**config.mk**
```make
export PLATFORM = sky130hd
export DESIGN_NAME = lock_timer_arbiter
export DESIGN_NICKNAME = d
export VERILOG_FILES = /design/src/rtl/lock_timer_arbiter.sv
export SDC_FILE = /design/constraint.sdc
export NUM_CORES = 1
export LEC_CHECK = 0
export BUFFER_PORTS_ARGS = -buffer_cell sky130_fd_sc_hd__buf_2
export CORE_UTILIZATION = 51
export CTS_CLUSTER_SIZE = 20
export DETAILED_ROUTE_END_ITERATION = 6
export PLACE_DENSITY = 0.76
export SYNTH_ARGS = -nofsm -noshare
export SYNTH_HDL_FRONTEND = slang
export SYNTH_SLANG_ARGS = --single-unit
```
**constraint.sdc**
```tcl
create_clock -name clk_in -period 3.3 [get_ports clk_in]
set_input_delay 0.33 -clock clk_in [delete_from_list [all_inputs] [get_ports clk_in]]
set_output_delay 0.33 -clock clk_in [all_outputs]
set_load 0.03 [all_outputs]
```
**src/rtl/lock_timer_arbiter.sv**
```systemverilog
// Shared tick timer for the lock controller: one prescaler and one interval
// down-counter, handed round-robin to three requesters (unlock hold,
// wrong-code lockout, buzzer/LED). Each grant runs N slow ticks and then
// returns a one-cycle done pulse to the owning channel.
module lock_timer_arbiter #(
  parameter int TICK_DIV = 40000000,
  parameter int CNT_W    = 26,
  parameter int DUR_W    = 8
) (
  input  logic             clk_in,
  input  logic             rst,
  input  logic [2:0]       req,
  input  logic [DUR_W-1:0] dur0,
  input  logic [DUR_W-1:0] dur1,
  input  logic [DUR_W-1:0] dur2,
  input  logic             abort,
  output logic [2:0]       gnt,
  output logic [2:0]       done,
  output logic             busy,
  output logic             tick,
  output logic [DUR_W-1:0] remaining
);

  typedef enum logic [1:0] {IDLE, RUN, DONE} state_t;

  state_t             state, next_state;
  logic [CNT_W-1:0]   prescaler, pre_n;
  logic [1:0]         last_idx, last_n;
  logic [1:0]         idx, idx_n;
  logic [2:0]         gnt_n, done_n;
  logic               tick_n, busy_n;
  logic [DUR_W-1:0]   rem_n;

  logic               win_vld;
  logic [1:0]         win;
  logic [DUR_W-1:0]   win_dur;
  logic               last_tick;
  logic               cancel;

  // Round-robin pick: first pending channel after the last owner, with wrap.
  always_comb begin
    win_vld = |req;
    win     = 2'd0;
    for (int k = 2; k >= 0; k--) begin
      int c;
      c = (int'(last_idx) + 1 + k) % 3;
      if (req[c]) win = 2'(c);
    end
    case (win)
      2'd0:    win_dur = dur0;
      2'd1:    win_dur = dur1;
      default: win_dur = dur2;
    endcase
  end

  assign last_tick = (prescaler == CNT_W'(TICK_DIV - 1));
  // Owner withdrawing its request is treated exactly like an abort.
  assign cancel    = abort || !req[idx];

  // State register.
  always_ff @(posedge clk_in or posedge rst) begin
    if (rst) state <= IDLE;
    else     state <= next_state;
  end

  // Next-state logic; cancel wins over a tick on the same edge.
  always_comb begin
    next_state = state;
    case (state)
      IDLE: if (win_vld) next_state = (win_dur != '0) ? RUN : DONE;
      RUN: begin
        if (cancel)                                   next_state = DONE;
        else if (last_tick && remaining == DUR_W'(1)) next_state = DONE;
      end
      DONE:    next_state = IDLE;
      default: next_state = IDLE;
    endcase
  end

  // Output/datapath next values; done and tick default low so they pulse.
  always_comb begin
    gnt_n  = gnt;
    done_n = '0;
    tick_n = 1'b0;
    rem_n  = remaining;
    pre_n  = prescaler;
    last_n = last_idx;
    idx_n  = idx;
    busy_n = (next_state != IDLE);
    case (state)
      IDLE: begin
        if (win_vld) begin
          idx_n = win;
          rem_n = win_dur;
          pre_n = '0;
          if (win_dur != '0) begin
            gnt_n = 3'b001 << win;
          end else begin
            done_n[win] = 1'b1;
            last_n      = win;
          end
        end
      end
      RUN: begin
        if (cancel) begin
          gnt_n  = '0;
          rem_n  = '0;
          pre_n  = '0;
          last_n = idx;
        end else if (last_tick) begin
          pre_n  = '0;
          tick_n = 1'b1;
          if (remaining != '0) rem_n = remaining - DUR_W'(1);
          if (remaining == DUR_W'(1)) begin
            gnt_n       = '0;
            done_n[idx] = 1'b1;
            last_n      = idx;
          end
        end else begin
          pre_n = prescaler + CNT_W'(1);
        end
      end
      default: ;
    endcase
  end

  // Register every output; last_idx resets to 2 so channel 0 goes first.
  always_ff @(posedge clk_in or posedge rst) begin
    if (rst) begin
      gnt       <= '0;
      done      <= '0;
      tick      <= 1'b0;
      busy      <= 1'b0;
      remaining <= '0;
      prescaler <= '0;
      last_idx  <= 2'd2;
      idx       <= 2'd0;
    end else begin
      gnt       <= gnt_n;
      done      <= done_n;
      tick      <= tick_n;
      busy      <= busy_n;
      remaining <= rem_n;
      prescaler <= pre_n;
      last_idx  <= last_n;
      idx       <= idx_n;
    end
  end

endmodule

```
==> impl_metrics.ini <==
[outcome]
status = complete, no violations

[setup_path]
start_kind = flip-flop
path_class = flip-flop to flip-flop
cp-end-kind = flip-flop
crit_family = simple AND/OR/NAND/NOR gates
path_cells = ha_1 -> and3b_1 -> o32a_4 -> or2_4 -> a311oi_2 -> nand3_1 -> nor4_4 -> o2bb2ai_2 -> mux2_4
timing.rr.start = last_idx[1]
reg2reg_depth = 9
arrival_ns = 3.30
r2r-end = last_idx[0]
cp_max_fo = 9
path_buf_inv = 0
cpMaxStageDelayCell = dfstp_2
max_stage_delay_ns = 0.56
required_ns = 3.48
r2r_setup_slack_ns = 0.18

[floorplan]
coreArea_um2 = 5240
initial_core_util_pct = 54.6
io-pin-count = 46
die_h_um = 76.9
die_w_um = 76.9
dieArea_um2 = 5910
rows = 26

[drt]
vias = 2567
drt-pass1-iter-count = 4
wl_per_cell_um = 13.9
via_per_inst = 5.74
drt_wl_total_um = 6210
ant_nets = 0
drtIter0Drc = 203
drc = 0

[synthesis]
synth_seq_cells = 48
yosysTopAreaCellShare_pct = 41.2
netlist_area_um2 = 2860
syn_avg_cell_area_um2 = 8.69
seq_area_frac_synth_pct = 42.1
synthCells = 329
synth_top_cell_by_area = dfrtp_1
synthFlopType = dfrtp_1
synthArstFlopShare_pct = 100
synthDistinctLibCells = 47
synth_edf_count = 0
synthTopCellsByArea = dfrtp_1 41%, nor2_1 6.0%, o21ai_0 5.8%, nand2_1 4.1%, xor2_1 4.0%
yosys_warnings = 0
synth_nets = 366

[grt]
grt_max_degree = 49
grt.total_usage_pct = 23.2
antenna_found_initial = 0
grt_first_pass_wirelength_um = 11300
overflow = 0
grt_pass1_vias = 2474

[clock_tree]
post_cts_buffers = 0
cts_sinks = 48
cts_resized = 0
clk_pin_slew_worst_paths_ns = 0.08
cts_buffers = 5
clk-insertion-delay-late_ns = 0.29
htree_levels = 2
cts_buffer_depth = 2
root_buffer = clkbuf_8
cts.hold.buffers_added = 0
cts_tree = built

[min_path]
min_path_type = input pin to async pin

[sta]
skew_ns = 0.00623
finalCriticalPeriod_ns = 3.12
fin_tns_setup_ns = 0
finalHoldViolCount = 0
slew_headroom_pct = 35.1
rsz0062_at_grt = false
fin_ws_ns = 0.176
slew_violations = 0
max_freq_ghz = 0.320
worst_pin_slew_ns = 0.973
setup_violations = 0
period_share_pct = 94.7

[place]
portBuffers = 45
post-dp-hpwl_um = 4630
finalWeightedCongestion = 0.831
dpl_worst_slack_ns = 0.101

[power_and_ir_drop]
max-vdd-ir-drop_uv = 473
power_leakage_nw = 1.45
power.density_nw_per_um2 = 750

[layout]
fin_nets = 413
antenna_cells = 0
area_delta_synth_final_pct = 14.4
n_fill_cell = 458
drive_gt1_share_pct = 19.9

[job]
maxCapViolCount = 0
routing by layer:
| metal | up-vias | global-route usage (%) | part of all wire [%] |
|---|---|---|---|
| met5 | - | 0 | 0 |
| met4 | 0 | 5.00 | 0.61 |
| met3 | 4 | 3.69 | 3.2 |
| met2 | 42 | 36.2 | 45 |
| met1 | 1256 | 34.0 | 51 |
| li1 | 1265 | - | - |
worst reg2reg max path, cell delays in order (launching register included):
cell       delay [ns]
dfstp_2          0.56
ha_1             0.25
and3b_1          0.22
o32a_4           0.39
or2_4            0.29
a311oi_2         0.30
nand3_1          0.17
nor4_4           0.33
o2bb2ai_2        0.19
mux2_4           0.32
area by class of cell:
cell class | instances | area [µm²] | share of cell area, %
Multi-Input combinational cell | 257 | 1570 | 47.9
Sequential cell | 48 | 1200 | 36.8
Timing Repair Buffer | 52 | 278 | 8.50
Clock buffer | 8 | 90.1 | 2.76
Tap cell | 70 | 87.6 | 2.68
Inverter | 12 | 45.0 | 1.38
through the flow:
step	instance area, µm²	hold WS, ns	total power (W)	utilization [%]	cells
after floorplan	2860	0.465	0.00177	-	329
after global routing	3270	0.369	0.00264	62.4	447
final	3270	0.260	0.00245	62.4	447
after CTS	3250	0.305	0.00242	62.1	447
after global placement	3160	0.489	0.00205	60.4	439
after detailed placement	3160	0.499	0.00207	60.4	439
synth_stat cells, drive strengths merged (5+ instances only):
library cell / n
nor3: 7
nor3b: 6
nand4: 5
o21ai: 33
clkbuf: 10
dfrtp: 47
inv: 12
a21oi: 19
ha: 7
nor2: 46
xor2: 13
nand2b: 5
xnor2: 5
and3: 7
or3: 5
nand2: 31
nand3: 19
how the worst max path moves through the flow:
stage | from | to | slack [ns] | cells after the start
final | last_idx[1] | last_idx[0] | 0.18 | 9
after global placement | last_idx[1] | last_idx[0] | 0.19 | 9
after floorplan | last_idx[1] | last_idx[0] | 0.15 | 9
after CTS | last_idx[1] | last_idx[0] | 0.08 | 9
after global routing | last_idx[0] | gnt[0] | 0.02 | 12
after detailed placement | last_idx[1] | last_idx[0] | 0.10 | 9
sequential cells by signal (all words and copies together), names as in the netlist:
signal,count
tick,1
idx,2
remaining,8
gnt,3
busy,1
prescaler,26
state,2
done,3
last_idx,2
cells by family (layout without fill, tap and decap cells):
logic type | after synthesis | after routing | synth area share, %
AOI/OAI and AO/OA | 80 | 80 | 18.0
buffers and inverters | 24 | 72 | 3.68
adders and majority gates | 7 | 7 | 3.06
muxes | 5 | 5 | 2.10
xor gates and xnor gates | 18 | 18 | 5.52
DFF | 48 | 48 | 42.1
and+or+nand+nor | 147 | 147 | 25.6
report_power, final:
part / switching (W) / internal, W
combinational: 0.000831 / 0.000467
clock: 0.000181 / 0.000171
sequential: 0.000107 / 0.000694
cells in the final DEF (no fill, tap or decap), drive strengths merged, types with 8 or more instances in the layout:
cell and n:
clkbuf 8, nand2 31, xor2 13, nand3 19, o21ai 33, nor2 46, buf 52, dfrtp 47
inv 12, a21oi 19
(Power assumes the default switching activity.)
